--- config.mk ---
export PLATFORM = sky130hd
export DESIGN_NAME = uart_tx_serializer
export DESIGN_NICKNAME = d
export VERILOG_FILES = /design/src/rtl/uart_pkg.sv /design/src/rtl/tx_fifo.sv /design/src/rtl/uart_tx_serializer.sv
export SDC_FILE = /design/constraint.sdc
export NUM_CORES = 1
export LEC_CHECK = 0
export CORE_ASPECT_RATIO = 0.6
export CORE_MARGIN = 2
export CORE_UTILIZATION = 35
export DETAILED_ROUTE_END_ITERATION = 8
export GPL_ROUTABILITY_DRIVEN = 0
export GPL_TIMING_DRIVEN = 0
export MAX_ROUTING_LAYER = met4
export SYNTH_ARGS = -nofsm -noshare
export SYNTH_HDL_FRONTEND = slang
export SYNTH_SLANG_ARGS = --single-unit
--- constraint.sdc ---
create_clock -name clk -period 7.31 [get_ports clk]
set_input_delay 1.8275 -clock clk [delete_from_list [all_inputs] [get_ports clk]]
set_output_delay 1.8275 -clock clk [all_outputs]
set_load 0.005 [all_outputs]
--- src/rtl/uart_pkg.sv ---
`default_nettype none
// ============================================================================
//  Module      : uart_pkg
//  Description : Shared UART types, widths and frame-size helper (tx and rx).
//  Revision    : 1.0 - initial release
// ============================================================================
package uart_pkg;

    localparam int BIT_PERIOD_W = 14;
    localparam int DATA_SIZE_W  = 4;

    localparam logic [DATA_SIZE_W-1:0] MIN_DATA_SIZE = 4'd5;
    localparam logic [DATA_SIZE_W-1:0] MAX_DATA_SIZE = 4'd8;

    typedef enum logic [1:0] {
        IDLE  = 2'd0,
        START = 2'd1,
        DATA  = 2'd2,
        STOP  = 2'd3
    } tx_state_t;

    // Out-of-range size codes fall back to a full byte frame.
    function automatic logic [DATA_SIZE_W-1:0] legal_size(input logic [DATA_SIZE_W-1:0] size);
        if (size < MIN_DATA_SIZE || size > MAX_DATA_SIZE) begin
            return MAX_DATA_SIZE;
        end
        return size;
    endfunction

endpackage : uart_pkg
`default_nettype wire

--- src/rtl/tx_fifo.sv ---
`default_nettype none
// ============================================================================
//  Module      : tx_fifo
//  Description : Synchronous first-word fall-through FIFO with registered full.
//  Revision    : 1.0 - initial release
// ============================================================================
module tx_fifo #(
    parameter int DEPTH = 4,
    parameter int WIDTH = 8
) (
    input  logic             clk,
    input  logic             rst,
    input  logic             wr_en,
    input  logic [WIDTH-1:0] wdata,
    input  logic             rd_en,
    output logic [WIDTH-1:0] rdata,
    output logic             full,
    output logic             empty
);

    localparam int c_PTR_W = $clog2(DEPTH);

    logic [WIDTH-1:0]   r_mem [DEPTH];
    logic [c_PTR_W-1:0] r_wr_ptr;
    logic [c_PTR_W-1:0] r_rd_ptr;
    logic [c_PTR_W:0]   r_count;
    logic               r_full;
    logic [c_PTR_W:0]   w_count_nxt;
    logic               w_wr;
    logic               w_rd;

    assign w_wr  = wr_en && !r_full;
    assign w_rd  = rd_en && (r_count != '0);
    assign rdata = r_mem[r_rd_ptr];
    assign full  = r_full;
    assign empty = (r_count == '0);

    always_comb begin
        w_count_nxt = r_count;
        case ({w_wr, w_rd})
            2'b10:   w_count_nxt = r_count + (c_PTR_W+1)'(1);
            2'b01:   w_count_nxt = r_count - (c_PTR_W+1)'(1);
            default: w_count_nxt = r_count;
        endcase
    end

    always_ff @(posedge clk) begin
        if (w_wr) begin
            r_mem[r_wr_ptr] <= wdata;
        end
    end

    // Full is registered from the next occupancy so the ready output has no input path.
    always_ff @(posedge clk) begin
        if (rst) begin
            r_wr_ptr <= '0;
            r_rd_ptr <= '0;
            r_count  <= '0;
            r_full   <= 1'b0;
        end else begin
            if (w_wr) r_wr_ptr <= r_wr_ptr + c_PTR_W'(1);
            if (w_rd) r_rd_ptr <= r_rd_ptr + c_PTR_W'(1);
            r_count <= w_count_nxt;
            r_full  <= (w_count_nxt == (c_PTR_W+1)'(DEPTH));
        end
    end

endmodule : tx_fifo
`default_nettype wire

--- src/rtl/uart_tx_serializer.sv ---
`default_nettype none
// ============================================================================
//  Module      : uart_tx_serializer
//  Description : Buffered UART transmitter, start + 5..8 data bits LSB first + stop.
//  Revision    : 1.0 - initial release
// ============================================================================
module uart_tx_serializer
    import uart_pkg::*;
#(
    parameter int FIFO_DEPTH = 4
) (
    input  logic                    clk,
    input  logic                    rst,
    input  logic [BIT_PERIOD_W-1:0] bit_period,
    input  logic [DATA_SIZE_W-1:0]  data_size,
    input  logic [7:0]              tx_data,
    input  logic                    tx_valid,
    output logic                    tx_ready,
    output logic                    serial_out,
    output logic                    tx_busy,
    output logic                    frame_done
);

    tx_state_t               r_state, w_state_nxt;
    logic [BIT_PERIOD_W-1:0] r_cnt, w_cnt_nxt;
    logic [BIT_PERIOD_W-1:0] r_per, w_per_nxt;
    logic [DATA_SIZE_W-1:0]  r_size, w_size_nxt;
    logic [2:0]              r_bit_idx, w_bit_idx_nxt;
    logic [7:0]              r_shift, w_shift_nxt;
    logic                    r_serial, w_serial_nxt;

    logic       w_full;
    logic       w_empty;
    logic [7:0] w_head;
    logic       w_pop;
    logic       w_load;
    logic       w_bit_end;
    logic       w_can_start;

    tx_fifo #(
        .DEPTH (FIFO_DEPTH),
        .WIDTH (8)
    ) u_fifo (
        .clk   (clk),
        .rst   (rst),
        .wr_en (tx_valid),
        .wdata (tx_data),
        .rd_en (w_pop),
        .rdata (w_head),
        .full  (w_full),
        .empty (w_empty)
    );

    assign tx_ready    = !w_full;
    assign serial_out  = r_serial;
    assign tx_busy     = (r_state != IDLE);
    assign w_bit_end   = (r_cnt == r_per);
    assign frame_done  = (r_state == STOP) && w_bit_end;
    assign w_can_start = !w_empty && (bit_period != '0);

    always_comb begin
        w_state_nxt   = r_state;
        w_cnt_nxt     = w_bit_end ? BIT_PERIOD_W'(1) : r_cnt + BIT_PERIOD_W'(1);
        w_per_nxt     = r_per;
        w_size_nxt    = r_size;
        w_bit_idx_nxt = r_bit_idx;
        w_shift_nxt   = r_shift;
        w_serial_nxt  = r_serial;
        w_load        = 1'b0;
        w_pop         = 1'b0;

        case (r_state)
            IDLE: begin
                w_cnt_nxt = r_cnt;
                w_load    = w_can_start;
            end
            START: begin
                if (w_bit_end) begin
                    w_state_nxt   = DATA;
                    w_bit_idx_nxt = 3'd0;
                    w_serial_nxt  = r_shift[0];
                end
            end
            DATA: begin
                if (w_bit_end) begin
                    if ({1'b0, r_bit_idx} == r_size - 4'd1) begin
                        w_state_nxt  = STOP;
                        w_serial_nxt = 1'b1;
                    end else begin
                        w_shift_nxt   = r_shift >> 1;
                        w_bit_idx_nxt = r_bit_idx + 3'd1;
                        w_serial_nxt  = r_shift[1];
                    end
                end
            end
            STOP: begin
                if (w_bit_end) begin
                    w_state_nxt = IDLE;
                    w_load      = w_can_start;
                end
            end
            default: w_state_nxt = IDLE;
        endcase

        // Frame launch: config is frozen here for the whole frame, back-to-back from STOP.
        if (w_load) begin
            w_pop        = 1'b1;
            w_state_nxt  = START;
            w_shift_nxt  = w_head;
            w_per_nxt    = bit_period;
            w_size_nxt   = legal_size(data_size);
            w_cnt_nxt    = BIT_PERIOD_W'(1);
            w_serial_nxt = 1'b0;
        end
    end

    always_ff @(posedge clk) begin
        if (rst) begin
            r_state   <= IDLE;
            r_cnt     <= BIT_PERIOD_W'(1);
            r_per     <= BIT_PERIOD_W'(1);
            r_size    <= MAX_DATA_SIZE;
            r_bit_idx <= 3'd0;
            r_shift   <= 8'h00;
            r_serial  <= 1'b1;
        end else begin
            r_state   <= w_state_nxt;
            r_cnt     <= w_cnt_nxt;
            r_per     <= w_per_nxt;
            r_size    <= w_size_nxt;
            r_bit_idx <= w_bit_idx_nxt;
            r_shift   <= w_shift_nxt;
            r_serial  <= w_serial_nxt;
        end
    end

endmodule : uart_tx_serializer
`default_nettype wire

==> results of run 1 <==
[power by group]
group	switching [mW]	leakage, nW	internal, mW
logic	0.349	0.850	0.273
registers	0.0596	0.751	0.605
clock network	0.187	0.151	0.284
[layer usage]
layer	vias up	GRT usage	wire, µm
met5	-	-	0
li1	1304	-	-
met3	12	0.0381	449
met4	0	0.0573	116
met1	1265	0.210	4410
met2	51	0.205	3430
[final cells by class]
class	instances	area share
buffer	16	0.0163
clock buffer	12	0.0538
clock inverter	4	0.0108
inverter	16	0.0126
multi-input combinational	226	0.367
sequential	88	0.437
tap	144	0.0378
timing repair buffer	31	0.0651
[registers in the layout (all words and copies together) (netlist names), named ones only]
name             flops
u_fifo.r_wr_ptr      2
r_per               14
u_fifo.r_mem        32
u_fifo.r_rd_ptr      2
u_fifo.r_count       3
r_bit_idx            3
r_cnt               14
r_state              2
r_size               4
u_fifo.full          1
serial_out           1
r_shift              8
[worst max path at each step]
stage / from / to / slack [ns] / depth (start not counted)
2_1_floorplan: bit_period[9] / u_fifo.full$_SDFF_PP0_ / 3.31 / 13
3_3_place_gp: bit_period[5] / u_fifo.full$_SDFF_PP0_ / 2.20 / 14
3_5_place_dp: bit_period[0] / u_fifo.full$_SDFF_PP0_ / 2.17 / 14
4_1_cts: bit_period[5] / u_fifo.full$_SDFF_PP0_ / 2.52 / 14
5_1_grt: bit_period[5] / u_fifo.full$_SDFF_PP0_ / 2.27 / 14
6_report: bit_period[5] / u_fifo.full$_SDFF_PP0_ / 2.53 / 14
[synthesized netlist by cell type (all sizes together) (3+ instances only)]
cell type and count:
nand2b 3, or3 3, mux2i 22, buf 10, a211oi 7, nand3 6
inv 16, and2 6, nand2 12, nor2b 4, nand4 4, nor3 7
edfxtp 32, o21ai 4, dfxtp 56, clkbuf 6, nor2 46, ha 13
xnor2 20, nor4 5, a31oi 3, o2111ai 4, a21oi 9, mux4 8
xor2 14, and4 3, and3 5
[per-stage QoR]
stage | util | setup slack, ns | instances | area (µm²)
after floorplan | - | 3.31 | 346 | 3970
after global placement | 0.399 | 2.20 | 521 | 4460
after detailed placement | 0.399 | 2.17 | 521 | 4460
after CTS | 0.426 | 2.52 | 537 | 4770
after global routing | 0.426 | 2.27 | 537 | 4770
final | 0.426 | 2.53 | 537 | 4770
[worst max-delay path: cells and delay by family]
family / cells / cell delay (ns)
simple gates: 5 / 1.05
compound gates: 1 / 0.29
buf+inv: 4 / 0.97
fa+ha+maj: 2 / 0.55
xor+xnor: 2 / 0.32
[kinds of logic after synthesis]
kind of cell,share of synthesized area
compound gates,0.0784
xor+xnor,0.0810
fa+ha+maj,0.0460
buf+inv,0.0347
flops,0.524
mux,0.104
simple gates,0.132
==> flow_results.org, run 1 <==
** Status
- The run finished with clean final reports.

** CTS
- After clock tree synthesis, the clock-pin slew on the worst setup and hold paths is 0.06 ns.
- Insertion delay to the later sink of the worst-skew pair :: 0.34 ns
- Hold bufs inserted after CTS :: 0
- TritonCTS clock tree :: yes
- Root Driver :: sky130_fd_sc_hd__clkbuf_16
- CTS built an H-tree with a depth of 3.
- No sink is reached through more buffers than the 2 on the longest clock path.
- Setup bufs post-CTS :: 0
- Num CTS Buffers :: 9
- Quantity of gates resized following cts :: 0
- Counting every sink on the clock net gives 88.

** Floorplanning
- Count of pins on the block boundary :: 33
- In this run the core area contains 30 standard-cell rows.
- The initial utilization of the core area, before any placement, comes to 0.355.
- Area of the placeable core :: 0.0112 mm²
- The die is 142 µm wide.
- The die covers 0.0122 mm².
- In this run the vertical extent of the chip is 86.5 µm.

** Synthesis
- The synthesized design contains 32 enable-type register cells.
- Sequential-to-total area share from yosys stat :: 0.524
- Synthesis produced a netlist whose cell count is 346.
- Synthesis-stage register bit count :: 88
- Fraction of registers with async set or reset after synthesis :: 0
- After synthesis, the netlist uses 47 different library cells.
- Mapped cell area :: 0.00397 mm²
- Share of the synthesized area in the top cell type :: 0.282
- Count of yosys warnings during synthesis :: 0
- The biggest area contributor in the post-synthesis netlist is sky130_fd_sc_hd__dfxtp_1.
- By area the synthesized netlist is led by sky130_fd_sc_hd__dfxtp_1 (28%), sky130_fd_sc_hd__edfxtp_1 (24%), sky130_fd_sc_hd__mux2i_1 (5.5%).
- Nets in the synthesized netlist :: 389
- Post-synthesis area per instance :: 11.5 µm²
- Post-synth top flop :: sky130_fd_sc_hd__dfxtp_1

** Setup path
- Cell-by-cell trace of the critical path :: clkdlybuf4s50_1, nor4_1, and4_1, nor3_1, a31oi_2, buf_2, inv_2, ha_1, inv_1, fa_1, xor2_1, nor2_1, xnor2_1, nor3_1
- In this run the critical register-to-register path is captured at u_fifo.full$_SDFF_PP0_.
- Data arrives at the worst endpoint at 5.03 ns.
- On the worst path, the slowest cell contributes a delay of 0.49 ns.
- Worst EP required :: 7.56 ns
- Slowest cell on crit path :: sky130_fd_sc_hd__clkdlybuf4s50_1
- Most numerous cell on the critical path :: sky130_fd_sc_hd__nor3_1
- Depth of the worst register-to-register path :: 13
- Worst Path Max Fanout :: 10
- The startpoint identified for the worst register-to-register timing path is r_state[0]$_SDFFE_PP0P_.
- CP endpoint kind :: register
- Element type at the critical path start :: input pin
- The critical path in this run is classified as in2reg.
- Setup slack on the worst flop-to-flop path :: 3.92 ns

** Power and ir drop
- The worst-case IR drop observed on VDD is 0.134 mV.
- Total Power :: 1.76 mW
- Dividing total power by cell area gives a power density of 369 mW/mm².
- Static Leak :: 1.75 nW

** Drt
- Wire length per cell after detailed routing :: 15.6 µm
- In this run the remaining antenna-violating nets after routing total 0.
- Final wirelength :: 8400 µm
- The final route contains 2632 vias.
- DRC violations left :: 0
- Ratio of routed vias to standard cells :: 4.90
- In this run, the number of DRC markers left after iteration 0 of detailed routing was 170.
- First drt pass iteration count :: 4

** Finish
- Leaving out fill and tap cells, the most frequent cells in the layout are sky130_fd_sc_hd__dfxtp_1 (56), sky130_fd_sc_hd__nor2_1 (46), sky130_fd_sc_hd__edfxtp_1 (32).
- Area used by sequential logic in the layout :: 0.00208 mm²
- Layout cells sized above 1 :: 0.102
- Footprint of the multi-input gates :: 0.00175 mm²
- Fill cells in the final layout number 1040.
- Net count of the finished layout :: 431
- Most common cell after layout, fill and taps aside :: sky130_fd_sc_hd__dfxtp_1
- From synthesis to final layout, the design area changed by 20.1%.
- 0 antenna diodes ended up in the layout.

** STA
- For this run, the top clock speed supported by timing is 209 MHz.
- Unrepaired setup endpoints after global routing :: no
- Tightest slew margin relative to the limit :: 0.538
- In the finished design, the share of the clock period the worst path needs comes to 0.654.
- The final-report max-slew violation count is 0.
- Pin slew with the least headroom to its limit :: 0.692 ns
- For the finished layout, the period the worst path requires is 4.78 ns.
- Final sum of negative setup slack :: 0 ns
- Setup violations remaining at the end of the flow were counted as 0.
- Across the routed clock network, the largest skew measured is 0.00664 ns.
- Min Hold Slack :: 0.482 ns
- Hold Fails Final Rpt :: 0

** Worst hold path
- Worst hold path type :: reg2reg
- End of the worst hold path :: r_size[1]$_SDFFE_PP0N_
- Worst min-delay path startpoint :: r_size[1]$_SDFFE_PP0N_
- Depth of the worst hold-timing path :: 2

** Global route
- Entering global routing, the biggest net connects 15 pins.
- The initial antenna violation count was 0.
- The number of global-route vias before repair is 2547.
- GR Overflow Total :: 0
- The first global-routing pass estimated 13200 µm of wire.
- Global-route usage over all layers :: 0.149

** Place
- Placed wire-length estimate after detailed placement :: 6060 µm
- Number of port buffers :: 31

** Flow run
- MaxCap Viol Count :: 0
Note: power is estimated with default switching activity, not from simulation.
==> run 2, diff against run 1 <==
==> constraint.sdc (replaced) <==
create_clock -name clk -period 4.06 [get_ports clk]
set_input_delay 1.015 -clock clk [delete_from_list [all_inputs] [get_ports clk]]
set_output_delay 1.015 -clock clk [all_outputs]
set_load 0.005 [all_outputs]
==> run 2 against run 1 <==
Net effect:
- flip-flop and latch count stayed put
- non-clock buffer count is 1 higher
- combinational power grew 82%
- critical path type unchanged
- via count barely moved
- highest routed layer unchanged
- cell count is 0.19% higher
- core utilization up 0.13 points
- setup slack got worse by 2.3 ns
==> flow_results.org, run 2 (synthesis gave the netlist of run 1 again) <==
** Setup path
- Capturing instance or port of the critical path :: u_fifo.full$_SDFF_PP0_
- Depth of the worst register-to-register path :: 15 (+2)
- The slack of the worst reg-to-reg path was 0.88 ns (-3.04 ns).
- Reg-to-reg critical path startpoint :: r_state[1]$_SDFFE_PP0P_
- The worst setup path is launched from an input pin.
- Most numerous cell on the critical path :: sky130_fd_sc_hd__nor4_1
- Worst stage delay on the critical path :: 0.44 ns (-0.05 ns)
- CP endpoint kind :: register
- Slowest cell on crit path :: sky130_fd_sc_hd__clkdlybuf4s50_1
- The endpoint identified for the worst register-to-register timing path is u_fifo.full$_SDFF_PP0_.
- The biggest fanout along the worst timing path came to 10 (unchanged).
- The data required time of the worst path came to 4.26 ns (-3.30 ns).
- The most critical setup path has its startpoint at bit_period[5].
- Cell-by-cell trace of the critical path :: clkdlybuf4s50_1, nor4_1, and4_1, nor4_1, a31oi_2, clkbuf_4, inv_2, ha_1, inv_1, fa_1, nand2_1, nor2_1, a31oi_1, nor3_1
- Worst path arrival time :: 4.00 ns (-1.03 ns)
- Critical path type :: in2reg

** STA
- The slew at the pin closest to its max-slew limit was 0.692 ns (-0.0000635 ns).
- Final setup violation count :: 0 (unchanged)
- The clock skew is 0.00676 ns (+0.000127 ns).
- The final-report max-slew violation count was 0 (unchanged).
- Hold Fails Final Rpt :: 0 (unchanged)
- Final Cycle Share :: 0.936
- Unrepaired setup endpoints after global routing :: no
- The final-layout setup total negative slack was 0 ns (unchanged).
- Period minus WS final :: 3.80 ns
- The final worst-path setup slack was 0.261 ns (-2.27 ns).
- FMAX :: 263 MHz
- Tightest slew margin relative to the limit :: 0.539 (about the same)

** Drt
- Vias :: 2630 (-0.076%)
- Ratio of routed vias to standard cells :: 4.89 (-0.26%)
- The DRC violation count after routing is 0 (unchanged).
- The violation count after the first detailed-routing iteration came to 117 (-31%).
- The iteration count of the initial detailed-routing pass came to 4 (unchanged).
- The total routed wirelength is 8330 µm (-0.75%).
- Routed Antenna Nets :: 0 (unchanged)
- The average wire per standard cell came to 15.5 µm (-0.93%).

** Finish
- Most frequent cells in the layout :: sky130_fd_sc_hd__dfxtp_1 (56), sky130_fd_sc_hd__nor2_1 (46), sky130_fd_sc_hd__edfxtp_1 (32)
- The number of flip-flops under the largest register name is 32 (unchanged).
- The area growth from synthesis to layout is 20.5%.
- The proportion of layout cells with a drive suffix above 1 is 0.107 (+0.00482).
- Number of diodes added for antenna fixing :: 0 (unchanged)
- Footprint of the multi-input gates :: 0.00176 mm² (+0.29%)
- The flip-flop and latch area was 0.00208 mm² (unchanged).
- The largest registers in the layout are u_fifo.r_mem: 32 flops, r_cnt: 14 flops, r_per: 14 flops.
- The library cell used most frequently in the layout, excluding fill and tap cells, is sky130_fd_sc_hd__dfxtp_1.
- Counting flops per register, the top entry is u_fifo.r_mem.
- Net count of the finished layout :: 432 (+0.23%)
- The filler cell count in the final layout was 1038 (-0.19%).
- Number of standard cells in the final layout excluding fillers :: 538 (+0.19%)

** Place
- Worst setup slack after placement :: -0.264 ns (-2.44 ns)
- Dpl cells :: 521 (unchanged)
- Number of port buffers :: 31 (unchanged)
- The estimated wirelength of the detail-placed design is 6060 µm (unchanged).

** Power and ir drop
- The switching share of power is 0.336 (-0.00233).
- The peak supply drop came to 0.242 mV (+80%).
- PD cells :: 663 mW/mm² (+80%)
- Internal portion of total power :: 2.11 mW (+81%)
- The net switching power of the design came to 1.07 mW (+79%).
- Fraction of power consumed by the clock network :: 0.266 (-0.002)
- The portion of total power attributed to combinational logic is 0.357 (+0.003).
- The leakage power of the design was 1.76 nW (+0.49%).
- The power share of the sequential group is 0.377 (about the same).

** Floorplanning
- The starting utilization of the core area came to 0.355 (unchanged).
- Count of pins on the block boundary :: 33 (unchanged)
- Die Ht :: 86.5 µm (unchanged)
- Area of the placeable core :: 0.0112 mm² (unchanged)
- The number of standard-cell rows in the floorplan came to 30 (unchanged).
- Die Area :: 0.0122 mm² (unchanged)
- Width of the die :: 142 µm (unchanged)

** Global route
- The pin count of the biggest net entering global routing came to 15 (unchanged).
- The initial antenna violation count came to 0 (unchanged).
- The number of global-route vias before repair is 2547 (unchanged).
- GR Overflow Total :: 0 (unchanged)
- The total global routing track utilization is 0.149 (unchanged).
- The global-route wire length before repair was 13200 µm (unchanged).

** CTS
- Sinks on Clock Net :: 88 (unchanged)
- The clock network latency to the later pin of the worst-skew pair is 0.34 ns (about the same).
- Maximum buffer depth of the clock tree :: 2 (unchanged)
- The number of levels the H-tree was split into came to 3 (unchanged).
- Clk slew on worst S/H paths :: 0.06 ns (about the same)
- Root Driver :: sky130_fd_sc_hd__clkbuf_16
- The number of buffers added by the clock tree synthesis step was 9 (unchanged).
- TritonCTS clock tree :: yes

** Flow run
- MaxCap Viol Count :: 0 (unchanged)

** Worst hold path
- The path class of the tightest hold or removal check is reg2reg.

** Status
- Run status :: completed
==> run 2: changes by cell type in the layout (fill, tap and decap cells not counted), sizes merged <==
cell	previous run	this run
clkbuf	18	19
==> run 2: worst min-delay path by stage <==
stage	from	end	slack (ns)	cells past startpoint
finish	r_size[1]$_SDFFE_PP0N_	r_size[1]$_SDFFE_PP0N_	0.48	2
floorplan	r_size[1]$_SDFFE_PP0N_	r_size[1]$_SDFFE_PP0N_	0.44	2
CTS	r_size[1]$_SDFFE_PP0N_	r_size[1]$_SDFFE_PP0N_	0.49	2
global placement	r_size[1]$_SDFFE_PP0N_	r_size[1]$_SDFFE_PP0N_	0.46	2
global route	r_size[1]$_SDFFE_PP0N_	r_size[1]$_SDFFE_PP0N_	0.50	2
detailed placement	r_per[0]$_SDFFE_PP1N_	r_per[0]$_SDFFE_PP1N_	0.48	1
==> run 2: worst max-delay path: cells and delay by family <==
kind | cells | cell delay (ns)
AND/OR/NAND/NOR | 6 | 1.00
buffers and inverters | 4 | 0.92
adder cells (fa/ha/maj) | 2 | 0.64
AO/OA/AOI/OAI | 2 | 0.42
==> run 2: power groups by stage <==
stage | Combinational [mW] | Clock, mW | Sequential [mW]
2_1_floorplan | 0.838 | 0 | 1.18
3_3_place_gp | 1.10 | 0 | 1.21
3_5_place_dp | 1.12 | 0 | 1.21
4_1_cts | 1.13 | 0.867 | 1.20
5_1_grt | 1.26 | 0.895 | 1.22
6_report | 1.13 | 0.845 | 1.20
==> run 2: cell type report <==
cell class              instances  area share
multi-input cells             226       0.367
inverters                      16      0.0126
well taps                     144      0.0377
flip-flops and latches         88       0.435
repair buffers                 32      0.0664
plain buffers                  16      0.0167
clock inverters                 4      0.0107
clock buffers                  12      0.0536
==> run 2: stage by stage <==
| stage | total power [mW] | utilization | instance area (µm²) | hold slack [ns] |
|---|---|---|---|---|
| after floorplan | 2.02 | - | 3970 | 0.441 |
| after global placement | 2.30 | 0.399 | 4460 | 0.455 |
| after detailed placement | 2.33 | 0.399 | 4460 | 0.476 |
| after CTS | 3.19 | 0.426 | 4770 | 0.485 |
| after global routing | 3.37 | 0.428 | 4780 | 0.502 |
| final | 3.17 | 0.428 | 4780 | 0.482 |
==> run 2: layer usage <==
layer | GRT usage | vias to the layer above | wire length, µm
li1 | - | 1314 | -
met1 | 0.210 | 1262 | 4410
met2 | 0.205 | 42 | 3350
met3 | 0.0381 | 12 | 454
met4 | 0.0573 | 0 | 116
met5 | - | - | 0
==> run 2: timing repair <==
item	in CTS	in global routing
endpoints found under the setup margin	0	2
gates resized for setup	0	2
hold buffers	0	0
setup buffers	0	1
